--- src/rtl/cosim_pkg.sv ---
// Shared types and default sizing for the cosim mailbox arbiter.
// Consumers pull these in with import cosim_pkg::*.
package cosim_pkg;

  localparam int DEF_NREQ = 4;
  localparam int DEF_DW   = 32;
  localparam int DEF_TMO  = 1024;
  localparam int DEF_SEQW = 8;

  typedef enum logic [0:0] {
    IDLE     = 1'b0,
    WAIT_ACK = 1'b1
  } state_t;

endpackage

--- src/rtl/cosim_mailbox_arbiter_rr_arbiter.sv ---
// Combinational round-robin picker: first set request at or above rr_ptr, wrapping.
// Outputs a one-hot grant and the matching encoded index.
module rr_arbiter #(
  parameter int NREQ = 4,
  parameter int SRCW = $clog2(NREQ)
) (
  input  logic [NREQ-1:0] req,
  input  logic [SRCW-1:0] rr_ptr,
  output logic [NREQ-1:0] gnt,
  output logic [SRCW-1:0] gnt_idx
);

  logic [SRCW-1:0] cand_idx [NREQ];
  logic            found;

  // cand_idx[k] is the requester examined at priority position k
  for (genvar gi = 0; gi < NREQ; gi++) begin : g_cand
    assign cand_idx[gi] = SRCW'((32'(rr_ptr) + gi) % NREQ);
  end

  always_comb begin
    gnt     = '0;
    gnt_idx = '0;
    found   = 1'b0;
    for (int k = 0; k < NREQ; k++) begin
      if (!found && req[cand_idx[k]]) begin
        found   = 1'b1;
        gnt_idx = cand_idx[k];
      end
    end
    if (found) gnt[gnt_idx] = 1'b1;
  end

endmodule

--- src/rtl/cosim_mailbox_arbiter.sv ---
// Single-slot simulator-to-cosim mailbox shared by NREQ requesters.
// Captures one event per round-robin grant and holds it until host_ack or timeout.
module cosim_mailbox_arbiter
  import cosim_pkg::*;
#(
  parameter int NREQ = DEF_NREQ,
  parameter int DW   = DEF_DW,
  parameter int TMO  = DEF_TMO,
  parameter int SEQW = DEF_SEQW
) (
  input  logic                     clk,
  input  logic                     rst,
  input  logic [NREQ-1:0]          req,
  input  logic [NREQ*DW-1:0]       req_data,
  output logic [NREQ-1:0]          grant,
  output logic                     mbox_valid,
  output logic [DW-1:0]            mbox_data,
  output logic [$clog2(NREQ)-1:0]  mbox_src,
  output logic [SEQW-1:0]          mbox_seq,
  input  logic                     host_ack,
  output logic                     tmo_pulse,
  output logic                     tmo_err
);

  localparam int              SRCW      = $clog2(NREQ);
  localparam int              TW        = $clog2(TMO);
  localparam logic [TW-1:0]   WAIT_LAST = TW'(TMO - 1);
  localparam logic [SRCW-1:0] SRC_LAST  = SRCW'(NREQ - 1);

  state_t          state_q, state_d;
  logic [SEQW-1:0] seq_cnt_q, seq_cnt_d;
  logic [SRCW-1:0] rr_ptr_q, rr_ptr_d;
  logic [TW-1:0]   wait_cnt_q, wait_cnt_d;
  logic [NREQ-1:0] grant_q, grant_d;
  logic            mbox_valid_q, mbox_valid_d;
  logic [DW-1:0]   mbox_data_q, mbox_data_d;
  logic [SRCW-1:0] mbox_src_q, mbox_src_d;
  logic [SEQW-1:0] mbox_seq_q, mbox_seq_d;
  logic            tmo_pulse_q, tmo_pulse_d;
  logic            tmo_err_q, tmo_err_d;

  logic [NREQ-1:0] arb_gnt;
  logic [SRCW-1:0] arb_idx;
  logic [DW-1:0]   req_words [NREQ];

  for (genvar gi = 0; gi < NREQ; gi++) begin : g_words
    assign req_words[gi] = req_data[gi*DW +: DW];
  end

  rr_arbiter #(
    .NREQ (NREQ),
    .SRCW (SRCW)
  ) u_rr_arbiter (
    .req     (req),
    .rr_ptr  (rr_ptr_q),
    .gnt     (arb_gnt),
    .gnt_idx (arb_idx)
  );

  always_comb begin
    state_d      = state_q;
    seq_cnt_d    = seq_cnt_q;
    rr_ptr_d     = rr_ptr_q;
    wait_cnt_d   = wait_cnt_q;
    grant_d      = '0;
    mbox_valid_d = mbox_valid_q;
    mbox_data_d  = mbox_data_q;
    mbox_src_d   = mbox_src_q;
    mbox_seq_d   = mbox_seq_q;
    tmo_pulse_d  = 1'b0;
    tmo_err_d    = tmo_err_q;
    case (state_q)
      IDLE: begin
        if (|req) begin
          grant_d      = arb_gnt;
          mbox_data_d  = req_words[arb_idx];
          mbox_src_d   = arb_idx;
          mbox_seq_d   = seq_cnt_q;
          seq_cnt_d    = seq_cnt_q + SEQW'(1);
          mbox_valid_d = 1'b1;
          wait_cnt_d   = '0;
          state_d      = WAIT_ACK;
        end
      end
      WAIT_ACK: begin
        wait_cnt_d = wait_cnt_q + TW'(1);
        // An ack landing on the final wait cycle takes precedence over the timeout
        if (host_ack || (wait_cnt_q == WAIT_LAST)) begin
          mbox_valid_d = 1'b0;
          rr_ptr_d     = (mbox_src_q == SRC_LAST) ? '0 : mbox_src_q + SRCW'(1);
          state_d      = IDLE;
          if (!host_ack) begin
            tmo_pulse_d = 1'b1;
            tmo_err_d   = 1'b1;
          end
        end
      end
      default: state_d = IDLE;
    endcase
  end

  always_ff @(posedge clk or posedge rst) begin
    if (rst) begin
      state_q      <= IDLE;
      seq_cnt_q    <= '0;
      rr_ptr_q     <= '0;
      wait_cnt_q   <= '0;
      grant_q      <= '0;
      mbox_valid_q <= 1'b0;
      mbox_data_q  <= '0;
      mbox_src_q   <= '0;
      mbox_seq_q   <= '0;
      tmo_pulse_q  <= 1'b0;
      tmo_err_q    <= 1'b0;
    end else begin
      state_q      <= state_d;
      seq_cnt_q    <= seq_cnt_d;
      rr_ptr_q     <= rr_ptr_d;
      wait_cnt_q   <= wait_cnt_d;
      grant_q      <= grant_d;
      mbox_valid_q <= mbox_valid_d;
      mbox_data_q  <= mbox_data_d;
      mbox_src_q   <= mbox_src_d;
      mbox_seq_q   <= mbox_seq_d;
      tmo_pulse_q  <= tmo_pulse_d;
      tmo_err_q    <= tmo_err_d;
    end
  end

  assign grant      = grant_q;
  assign mbox_valid = mbox_valid_q;
  assign mbox_data  = mbox_data_q;
  assign mbox_src   = mbox_src_q;
  assign mbox_seq   = mbox_seq_q;
  assign tmo_pulse  = tmo_pulse_q;
  assign tmo_err    = tmo_err_q;

endmodule

--- config.mk ---
export PLATFORM = sky130hd
export DESIGN_NAME = cosim_mailbox_arbiter
export DESIGN_NICKNAME = d
export VERILOG_FILES = /design/src/rtl/cosim_pkg.sv /design/src/rtl/cosim_mailbox_arbiter_rr_arbiter.sv /design/src/rtl/cosim_mailbox_arbiter.sv
export SDC_FILE = /design/constraint.sdc
export NUM_CORES = 1
export LEC_CHECK = 0
export CORE_AREA = 2 2 77 134
export CTS_CLUSTER_DIAMETER = 60
export DETAILED_ROUTE_END_ITERATION = 8
export DIE_AREA = 0 0 79 136
export PLACE_DENSITY = 0.79
export SLEW_MARGIN = 10
export SYNTH_ARGS = -nofsm -noshare
export SYNTH_HDL_FRONTEND = slang
export SYNTH_HIERARCHICAL = 1
export SYNTH_SLANG_ARGS = --single-unit
--- constraint.sdc ---
create_clock -name clk -period 2.85 [get_ports clk]
set_clock_uncertainty 0.1 [all_clocks]
set_input_delay 0.285 -clock clk [delete_from_list [all_inputs] [get_ports clk]]
set_output_delay 0.285 -clock clk [all_outputs]
set_load 0.01 [all_outputs]
[Word-level counts from Yosys, hierarchy flattened]
Cells that the tools add are included.
Operators by class
  div/mod/pow operators: 0
  order comparisons: 7
  bitwise operators: 3
  muxes and demuxes: 36
  reduce and logical (&&, ||, !) cells: 13
  shift operators: 0
  $add $sub $neg: 6
  equal/unequal tests: 4
  multiply operators: 0
Operators with widths (number)
  binary-select mux 32 bit (select 2 bit): 1
  2-to-1 mux 32 bit: 2
  one-hot mux 10 bit (2 select lines): 1
  2-to-1 mux 1 bit: 16
  less-than comparator 2 x 3 -> 1 bit (second input constant): 5
  2-to-1 mux 4 bit: 3
  adder 10 x 1 -> 10 bit (second input constant): 1
  equality test 10 bit (second input constant): 1
  2-to-1 mux 10 bit: 1
  2-to-1 mux 2 bit: 5
  adder 8 x 1 -> 8 bit (second input constant): 1
  binary-select mux 1 bit (select 2 bit): 4
  AND reduction 2 bit: 3
  adder 2 x 1 -> 2 bit (second input constant): 2
  adder 2 bit (second input constant): 2
  logical AND 1 bit: 4
  one-hot mux 1 bit (2 select lines): 2
  OR reduction 4 bit: 1
  greater-or-equal comparator 3 bit (second input constant): 1
  zero test 1 bit: 3
  NOT 2 -> 3 bit: 1
  AND reduction 3 bit: 1
  demux 1 bit (select 2 bit): 1
  equality test 2 bit (second input constant): 1
  other kinds (5): 6
Word-level totals
  register bits: 70
  latch bits: 0
  bits of input ports: 135
  memory bits (read-only): 0
  memories kept: 0
  bits in writable memories: 0
  word-level logic and storage cells: 80
  output and inout port bits: 49

[Longest topological paths before layout]
Gate-level depths: netlist of run 1.
  depth after elaboration: 19
  mapped depth: 8
  mapped depth without buffers: 5

[Cells and area by module]
The synthesis of run 1 kept the hierarchy.
Modules (own cells, without submodules)
  cosim_mailbox_arbiter: cells an instance 229, instances 1, area an instance 3791.1 um^2
  rr_arbiter: cells an instance 30, instances 1, area an instance 185.2 um^2

[Least setup slack after synthesis of run 1]
Ideal clock, no wire load.
  path kind: register -> register
  start point: reg rr_ptr_q[0]
  end point: reg mbox_data_q[10], in the netlist mbox_data[10]
  setup slack: 0.754 ns
  data required time: 2.625 ns
  period minus slack after synthesis: 2.096 ns
  cell stages (with the launch flop): 8
  arrival time: 1.871 ns
  setup time: 0.125 ns
  cells stage by stage: dfrtp_1 -> nand2b_1 -> o21ai_1 -> a211oi_2 -> buf_6 -> buf_12 -> mux4_2 -> mux2_4
Between the ends
  longest elaborated chain between the ends: 16
Ends and longest elaborated chain
  start, declared: RTL line cosim_mailbox_arbiter.sv:32  | logic [SRCW-1:0] rr_ptr_q, rr_ptr_d;
  start signal, assigned: RTL line cosim_mailbox_arbiter.sv:118  | rr_ptr_q <= rr_ptr_d;
  parallel branches: the longest is 11 deep, another holds adder 2 x 1 -> 2 bit
  2-to-1 mux 2 bit *: RTL line cosim_mailbox_arbiter_rr_arbiter.sv:26  | if (!found && req[cand_idx[k]]) begin
  named net arb_idx[0]: RTL line cosim_mailbox_arbiter.sv:43  | logic [SRCW-1:0] arb_idx;
  NOT 2 -> 3 bit (implied by the code) *: RTL line cosim_mailbox_arbiter.sv:76  | mbox_data_d = req_words[arb_idx];
  binary-select mux 32 bit (select 2 bit) *: RTL line cosim_mailbox_arbiter.sv:76
  2-to-1 mux 32 bit (implied by the code) * (2 in series): RTL line cosim_mailbox_arbiter.sv:76
  end signal, assigned: RTL line cosim_mailbox_arbiter.sv:122  | mbox_data_q <= mbox_data_d;
  end, declared: RTL line cosim_mailbox_arbiter.sv:36  | logic [DW-1:0] mbox_data_q, mbox_data_d;
Mark *: on every way through the listed nets, which the timed path passes. The select of a mux whose other input is x is not followed.
A chain may end at the register's enable or synchronous reset.

[Worst setup path in the final report of run 1]
  start point: reg rr_ptr_q[0]
  end point: reg mbox_data_q[29], in the netlist mbox_data[29]
The elaborated chain is that of the path after synthesis.

==> summary.txt, run 1 <==
CP Launch Type: flip-flop
Worst reg2reg path endpoint: mbox_data[29]
Slowest CP cell: mux4_1
H-tree depth reported by CTS: 3
RSZ-0062 raised after global routing: false
Placer Congestion: 0.8718
Total negative slack: 0 ns
Worst rel slew slack: 0.6292
Core Rows: 48
Crit Path Max Fanout: 33
Leakage: 2.596 nW
Outcome: complete, no violations
Final Slew Violations: 0
Max-capacitance violation count: 0
Worst Path Buf+Inv: 1
CTS hold repair buffers: 0
Final setup fails: 0
Top Ports: 184
Top Family by Delay on Critical Path: multiplexers
Final nets: 585
Syn Nets: 397
Die Height: 136 um
Maximum operating frequency: 413.5 MHz
Largest net degree at the start of global routing: 46
Worst path max stage delay: 0.59 ns
Post_cts resized: 0
Mean routed wirelength per cell: 17.44 um
Hold Crit Class: primary input to asynchronous set/reset pin
RR Startpoint: rr_ptr_q[0]
Synthesized area per cell: 15.35 um2
Diode count: 0
Routed vias/inst: 5.180
YS warnings: 6
Vias in the first global route: 3234
Post-route minimum period: 2.419 ns
Register area share after synthesis: 0.4405
Fillers: 772
WS Path Type: flip-flop to flip-flop
Worst-path clk slew: 0.05 ns
DR pass1 iterations: 4
Antenna-violating nets left: 0
Data required time of the worst path: 2.97 ns
DRC Markers: 0
Cell count after synthesis: 259
Worst-margin pin slew: 0.5554 ns
Input/output buffers: 183
Worst vdd ir: 0.0004408 V
Place WS: 0.1385 ns
R2r worst-path depth: 6
Syn Std Cell Area: 3976 um2
Hold Fails Final Rpt: 0
Core Box Area: 9729 um2
Sink Count: 70
CTS max path bufs: 2
Reg-to-reg slack, setup: 0.43 ns
Leading area contributor after synthesis: dfrtp_1
Fin crit share: 0.8486
WL final: 10060 um
Cell variety after synth: 45
Post-CTS Setup Repair Bufs: 0
Vias after detailed routing: 2989
TritonCTS Buffers: 9
Final worst slack: 0.4314 ns
Root Buffer: clkbuf_16
Effective utilization at floorplan: 0.4087
Initial antenna violation count: 0
First-pass GRT wire length: 15630 um
DR iter-0 viols: 118
Post-synth top area share: 0.4405
Die ar.: 10740 um2
Post-DP HPWL: 7909 um
Endpoint class of the critical path: flip-flop
Synth area leaders: dfrtp_1, mux4_2, mux2_4
CP arrival: 2.54 ns
Die Span X: 79 um
Share of cells above drive strength 1: 0.2434
GR Overflow Total: 0
Pwr dens: 853.0 nW/um2
Clock Latency Late Sink: 0.33 ns
Worst path cell trace: nand2b_4, a21oi_1, a211oi_4, buf_12, mux4_1, mux2_4
Synth-to-layout area growth: 56.99%
CTS tree: built
Yosys reg bits: 70
GRT Overall Usage: 0.1940
-- power breakdown --
part / total (mW) / switching (mW) / leakage, nW / internal (mW)
Sequential: 1.70 / 0.307 / 0.840 / 1.39
Combinational: 2.50 / 0.862 / 1.60 / 1.64
Clock: 1.12 / 0.400 / 0.152 / 0.720
-- per-stage QoR --
stage	power [mW]	hold WS (ns)	instances	cell area [um2]	utilization
2_1_floorplan	3.184	0.2514	259	3976	-
3_3_place_gp	4.174	0.3463	561	5941	0.6106
3_5_place_dp	4.240	0.3598	561	5941	0.6106
4_1_cts	5.402	0.2448	577	6242	0.6416
5_1_grt	5.603	0.2918	577	6242	0.6416
6_report	5.324	0.2256	577	6242	0.6416
-- worst max path at each step --
stage | from | endpoint | slack (ns) | depth (start not counted)
after detailed placement | req[0] | mbox_data[29] | 0.14 | 7
final | rr_ptr_q[0] | mbox_data[29] | 0.43 | 6
after global placement | req[0] | mbox_data[29] | 0.23 | 7
after floorplan | rst | grant[0] | 0.70 | 1
after global routing | rr_ptr_q[0] | mbox_data[28] | 0.31 | 6
after CTS | rr_ptr_q[0] | mbox_data[29] | 0.42 | 6
-- metal layers --
| layer | wire [um] | global-route usage |
|---|---|---|
| met1 | 3255 | 0.1944 |
| met2 | 5786 | 0.3578 |
| met3 | 663 | 0.04847 |
| met4 | 358 | 0.1073 |
| met5 | 0 | 0 |
-- cell families (layout without fill, tap and decap cells) --
group                    after synthesis  count (layout)  synth area share
multiplexers                          83              83            0.3666
flip-flops                            70              70            0.4405
AND/OR/NAND/NOR                       47              47           0.07112
AO/OA/AOI/OAI                         24              24           0.04468
buffers and inverters                 23             216           0.04783
XOR/XNOR                               9               9           0.01982
adder cells (fa/ha/maj)                3               3          0.009441
-- cell usage after synthesis, drive strengths merged --
cell type / instances
a211oi: 2
a21oi: 5
a221oi: 1
a22o: 1
a311oi: 1
a41oi: 1
and2: 5
and3: 1
and4: 3
buf: 15
clkbuf: 2
dfrtp: 70
ha: 3
inv: 6
mux2: 46
mux2i: 5
mux4: 32
nand2: 4
nand2b: 4
nand3: 4
nand3b: 1
nand4: 4
nor2: 10
nor2b: 3
nor3: 5
nor3b: 1
nor4: 2
o211a: 1
o211ai: 1
o21a: 1
o21ai: 8
o21bai: 1
o2bb2ai: 1
xnor2: 2
xor2: 7
-- flip-flops by register name, indices dropped and copies added, names as in the netlist, 2 cells and up --
signal	count
seq_cnt_q	8
mbox_src	2
mbox_seq	8
rr_ptr_q	2
grant	4
wait_cnt_q	10
mbox_data	32
-- placed cells by master, fill, tap and decap left out, types with 2 or more instances in the layout --
cell             count
a21oi_1              3
and2_1               5
and4_1               3
buf_12               3
buf_4                8
clkbuf_16            9
clkbuf_8             2
clkdlybuf4s50_1    183
clkinv_2             3
dfrtp_1             70
ha_1                 3
inv_1                5
mux2_2               4
mux2_4              42
mux2i_1              5
mux4_1               3
mux4_2              29
nand2_1              4
nand2b_1             3
nand3_1              4
nand4_1              4
nor2_1               9
nor2b_1              3
nor3_1               5
o21ai_0              7
xnor2_1              2
xor2_1               7
-- worst reg2reg max path, cell delays in order (launching register included) --
cell	delay (ns)
dfrtp_1	0.46
nand2b_4	0.20
a21oi_1	0.10
a211oi_4	0.27
buf_12	0.29
mux4_1	0.61
mux2_4	0.27
-- area by class of cell --
cell class | count | area, um2 | area share
sequential | 70 | 1752 | 0.2806
clock inverter | 4 | 45.04 | 0.007216
timing repair buffer | 194 | 1952 | 0.3127
clock buffer | 12 | 256.5 | 0.04109
multi-input combinational | 166 | 2058 | 0.3297
inverter | 6 | 22.52 | 0.003608
tap | 125 | 156.4 | 0.02506
No activity file was read; power rests on OpenSTA's default activity.
==> inputs of run 2 (changes only) <==
==> constraint.sdc (replaced) <==
create_clock -name clk -period 2.3 [get_ports clk]
set_clock_uncertainty 0.1 [all_clocks]
set_input_delay 0.23 -clock clk [delete_from_list [all_inputs] [get_ports clk]]
set_output_delay 0.23 -clock clk [all_outputs]
set_load 0.01 [all_outputs]
==> run 2 against run 1 <==
  * Routed wire length up 12%
  * Via count up 4.1%
  * Global-route usage increased by 1.3 points
  * Fmax is 7.7% higher
  * Sequential power is 24% higher
  * Cell area is 2.4% higher
  * Critical path type unchanged
  * Highest routed layer unchanged
==> summary.txt, run 2 (same netlist as run 1, synthesis figures left out) <==
WS Path Type: flip-flop to flip-flop
Combinational share of power: 0.506
CP Launch Type: flip-flop
Pwr dens: 1061 nW/um2
Vias in the first global route: 3468
Max-capacitance violation count: 0
Effective utilization at floorplan: 0.4087
DR pass1 iterations: 4
Diode count: 0
Power share of the clock group: 0.183
Switching Power: 2.093 mW
Crit Path Max Fanout: 8
Share of cells above drive strength 1: 0.2700
CTS hold repair buffers: 0
CP arrival: 2.36 ns
Hold_ws: 0.07217 ns
Largest net degree at the start of global routing: 40
Place WS: -0.3475 ns
WL final: 11230 um
Commonest non-fill, non-tap cell in the layout: clkdlybuf4s50_1
Endpoint class of the critical path: flip-flop
Post-route minimum period: 2.245 ns
DR iter-0 viols: 121
GRT Overall Usage: 0.2072
Worst vdd ir: 0.0006006 V
Sink Count: 70
Final Slew Violations: 0
Fillers: 746
Vias after detailed routing: 3111
TritonCTS Buffers: 9
Final setup fails: 0
R2r worst-path depth: 7
Die Height: 136 um
Input/output buffers: 183
GR Overflow Total: 0
Outcome: complete, no violations
Core Box Area: 9729 um2
Worst rel slew slack: 0.6570
Worst-path clk slew: 0.06 ns
Post-DP HPWL: 8241 um
Data required time of the worst path: 2.41 ns
Initial antenna violation count: 0
Total power: 6.777 mW
Synth-to-layout area growth: 60.70%
Hold Fails Final Rpt: 0
Root Buffer: clkbuf_16
Worst reg2reg path endpoint: mbox_data[20]
Hold Crit Class: primary input to asynchronous set/reset pin
H-tree depth reported by CTS: 3
Final nets: 597
Max reg flops: 32
RSZ-0062 raised after global routing: false
Routed vias/inst: 5.291
Antenna-violating nets left: 0
Die Span X: 79 um
Final worst slack: 0.05472 ns
First-pass GRT wire length: 16590 um
Core Rows: 48
Switching share of power: 0.3088
Leakage: 2.648 nW
DRC Markers: 0
Mean routed wirelength per cell: 19.10 um
CTS tree: built
Maximum operating frequency: 445.4 MHz
Placer Congestion: 0.8887
Reg-to-reg slack, setup: 0.05 ns
Clock Latency Late Sink: 0.33 ns
CTS max path bufs: 2
Worst-margin pin slew: 0.5145 ns
Top Ports: 184
Fin crit share: 0.9762
Int Pwr: 4.684 mW
Commonest non-fill, non-tap cells in the layout: clkdlybuf4s50_1, dfrtp_1, mux2_4
RR Startpoint: rr_ptr_q[0]
Sequential power share: 0.311
Die ar.: 10740 um2
run 2: cell count changes in the layout (fill, tap and decap cells not counted), moves of 2 or more:
cell,change
clkbuf_16,+3
clkinvlp_4,+4
buf_4,+4
mux4_1,-3
buf_6,+2
clkbuf_8,-2
mux4_2,+3
buf_12,+2
run 2: layer usage:
layer,up-vias,wire (um),part of all wire,GRT usage
li1,1383,-,-,-
met1,1545,3628,0.32,0.2010
met2,153,6478,0.58,0.3823
met3,30,621,0.055,0.05113
met4,0,503,0.045,0.1293
met5,-,0,0,0
run 2: critical path, stage by stage (launching register included):
cell,delay [ns]
dfrtp_1,0.39
nand2b_1,0.14
o21ai_1,0.11
a211oi_4,0.27
buf_6,0.17
clkbuf_16,0.17
mux4_2,0.51
mux2_4,0.27
run 2: area by class of cell:
cell class | instances | area [um2] | area share
well taps | 125 | 156.4 | 0.02448
inverters | 6 | 22.52 | 0.003525
repair buffers | 206 | 2147 | 0.3360
clock buffers | 9 | 225.2 | 0.03525
clock inverters | 6 | 40.04 | 0.006266
multi-input cells | 166 | 2047 | 0.3203
flip-flops and latches | 70 | 1752 | 0.2741
run 2: how the worst max path moves through the flow:
stage                     slack, ns   startpoint            end  cells after the start
final                          0.05  rr_ptr_q[0]  mbox_data[20]                      7
after global routing           0.01  rr_ptr_q[0]  mbox_data[20]                      7
after CTS                      0.03  rr_ptr_q[0]  mbox_data[28]                      7
after detailed placement      -0.35       req[0]  mbox_data[28]                      7
after global placement        -0.27       req[0]  mbox_data[29]                      7
after floorplan                0.20          rst       grant[0]                      1
run 2: power groups by stage:
stage | Clock (mW) | Combinational (mW) | Sequential [mW]
finish | 1.24 | 3.43 | 2.11
global route | 1.33 | 3.65 | 2.17
CTS | 1.28 | 3.30 | 2.11
detailed placement | 0 | 3.20 | 2.10
global placement | 0 | 3.12 | 2.09
floorplan | 0 | 1.73 | 2.22
run 2: repair_timing:
action                                  CTS  global route
buffers inserted                          2             0
cloned                                    1             3
pin swaps                                 1             1
endpoints found under the setup margin    3            10
resized for setup                         1             6
run 2: metrics by stage:
stage               utilization  cells  instance area, um2  setup TNS [ns]
finish                   0.6568    588                6390               0
global route             0.6568    588                6390               0
CTS                      0.6494    585                6319               0
detailed placement       0.6178    567                6011          -9.017
global placement         0.6178    567                6011          -7.300
floorplan                     -    259                3976               0
==> inputs of run 3 (changes only) <==
--- a/config.mk
+++ b/config.mk
@@ -9,7 +9,7 @@
 export CTS_CLUSTER_DIAMETER = 60
 export DETAILED_ROUTE_END_ITERATION = 8
 export DIE_AREA = 0 0 79 136
-export PLACE_DENSITY = 0.79
+export PLACE_DENSITY = 0.8
 export SLEW_MARGIN = 10
 export SYNTH_ARGS = -nofsm -noshare
 export SYNTH_HDL_FRONTEND = slang
==> run 3 against run 2 <==
  * Sequential share of layout area is essentially flat
  * First-iteration DRC count is 13% higher
  * Routed wire length fell by 1.9%
  * Worst hold slack gained 0.11 ns
  * Cell area is essentially flat
  * Die area unchanged
  * Worst setup slack worse by 0.021 ns
  * Combinational power is essentially flat
  * Critical endpoint is now mbox_data[21]
  * Highest routed layer unchanged
==> summary.txt, run 3 (same netlist as run 1, synthesis figures left out) <==
Commonest non-fill, non-tap cell in the layout: clkdlybuf4s50_1
WL final: 11020 um
Switching Power: 2.020 mW
Int Pwr: 4.811 mW
Post-route minimum period: 2.267 ns
Fin crit share: 0.9855
GR Overflow Total: 0
Dpl cells: 564
Worst path cell trace: nand2b_4, o21ai_2, a211oi_4, buf_6, clkbuf_16, mux4_2, mux2_4
Post-DP HPWL: 8127 um
Top Ports: 184
Hold Fails Final Rpt: 0
CTS tree: built
Worst path max stage delay: 0.51 ns
Sequential power share: 0.309
Initial antenna violation count: 0
Final worst slack: 0.03327 ns
Clock Latency Late Sink: 0.33 ns
WS Path Type: flip-flop to flip-flop
CTS max path bufs: 2
Final Non-Filler Cells: 582
Effective utilization at floorplan: 0.4087
Data required time of the worst path: 2.41 ns
Core Rows: 48
CP Launch Type: flip-flop
Worst Path Buf+Inv: 2
Gr busiest metal: met2
Die Span X: 79 um
First-pass GRT wire length: 17080 um
Outcome: complete, no violations
H-tree depth reported by CTS: 3
Max-capacitance violation count: 0
Antenna-violating nets left: 0
DR pass1 iterations: 4
Crit Path Max Fanout: 8
Core Box Area: 9729 um2
Sink Count: 70
CP arrival: 2.38 ns
Routed vias/inst: 5.347
Largest net degree at the start of global routing: 71
Top Family by Delay on Critical Path: multiplexers
Final setup fails: 0
GRT Overall Usage: 0.2128
TritonCTS Buffers: 9
Worst vdd ir: 0.0005841 V
Final nets: 593
Vias in the first global route: 3568
Worst-path clk slew: 0.05 ns
Place WS: -0.3434 ns
GR Layer Usage met3: 0.06707
Placer Congestion: 0.8444
Pwr dens: 1070 nW/um2
Mean routed wirelength per cell: 18.94 um
Worst-margin pin slew: 0.4963 ns
Die ar.: 10740 um2
Vias after detailed routing: 3112
Met2 usage: 0.3884
Endpoint class of the critical path: flip-flop
Finished Core Util: 0.6561
Worst rel slew slack: 0.6691
Share of cells above drive strength 1: 0.2648
Final Slew Violations: 0
Max reg flops: 32
Reg-to-reg slack, setup: 0.03 ns
Diode count: 0
Leakage: 2.653 nW
GR Util met1: 0.2047
Power share of the clock group: 0.192
Combinational share of power: 0.499
Synth-to-layout area growth: 60.54%
DR iter-0 viols: 137
Root Buffer: clkbuf_16
RSZ-0062 raised after global routing: true
Commonest non-fill, non-tap cells in the layout: clkdlybuf4s50_1, dfrtp_1, mux2_4
Switching share of power: 0.2957
DRC Markers: 0
Maximum operating frequency: 441.2 MHz
Die Height: 136 um
Slowest CP cell: mux4_2
Input/output buffers: 183
CTS hold repair buffers: 0
Hold Crit Class: primary input to asynchronous set/reset pin
==> run 3: what timing repair did <==
action | CTS | global route
buffers inserted | 1 | 0
setup endpoints to repair | 15 | 32
gates resized for setup | 2 | 6
cloned | 1 | 3
pin swaps | 1 | 1
==> run 3: metrics by stage <==
step                      TNS [ns]  hold slack [ns]  power, mW  cell area [um2]
after global placement      -7.398           0.3502      5.207             5988
after floorplan                  0           0.1964      3.945             3976
final                            0           0.1871      6.832             6384
after global routing       -0.7104           0.2529      7.211             6384
after CTS                        0           0.2096      6.744             6305
after detailed placement    -9.041           0.3614      5.296             5988
==> run 3: routing by layer <==
layer	wire length, um	share of wire
met5	0	0
met4	553	0.050
met2	6307	0.57
met3	695	0.063
met1	3467	0.31
==> run 3: tightest hold or removal path, cell delays in order <==
cell and delay [ns]:
clkdlybuf4s50_1 0.41, inv_2 0.07, buf_12 0.31
==> run 3: power groups by stage <==
stage	Sequential [mW]	Clock, mW	Combinational, mW
floorplan	2.22	0	1.73
global placement	2.09	0	3.11
detailed placement	2.10	0	3.19
finish	2.11	1.31	3.41
CTS	2.11	1.34	3.29
global route	2.18	1.39	3.64
==> run 3: worst paths after layout <==
check                              startpoint             to  cells after the start
worst min-delay path                      rst    mbox_seq[3]                      3
worst min register to register  wait_cnt_q[7]  wait_cnt_q[7]                      1
worst max register to register    rr_ptr_q[0]  mbox_data[21]                      7
max in group asynchronous                 rst       grant[1]                      3
min in group clk                wait_cnt_q[7]  wait_cnt_q[7]                      1
worst max-delay path              rr_ptr_q[0]  mbox_data[21]                      7
==> run 3: cell type report <==
class	count	area, um2
clock buffer	11	242.7
clock inverter	2	35.03
fill	738	3346
inverter	6	22.52
multi-input combinational	166	2062
sequential	70	1752
tap	125	156.4
timing repair buffer	202	2113
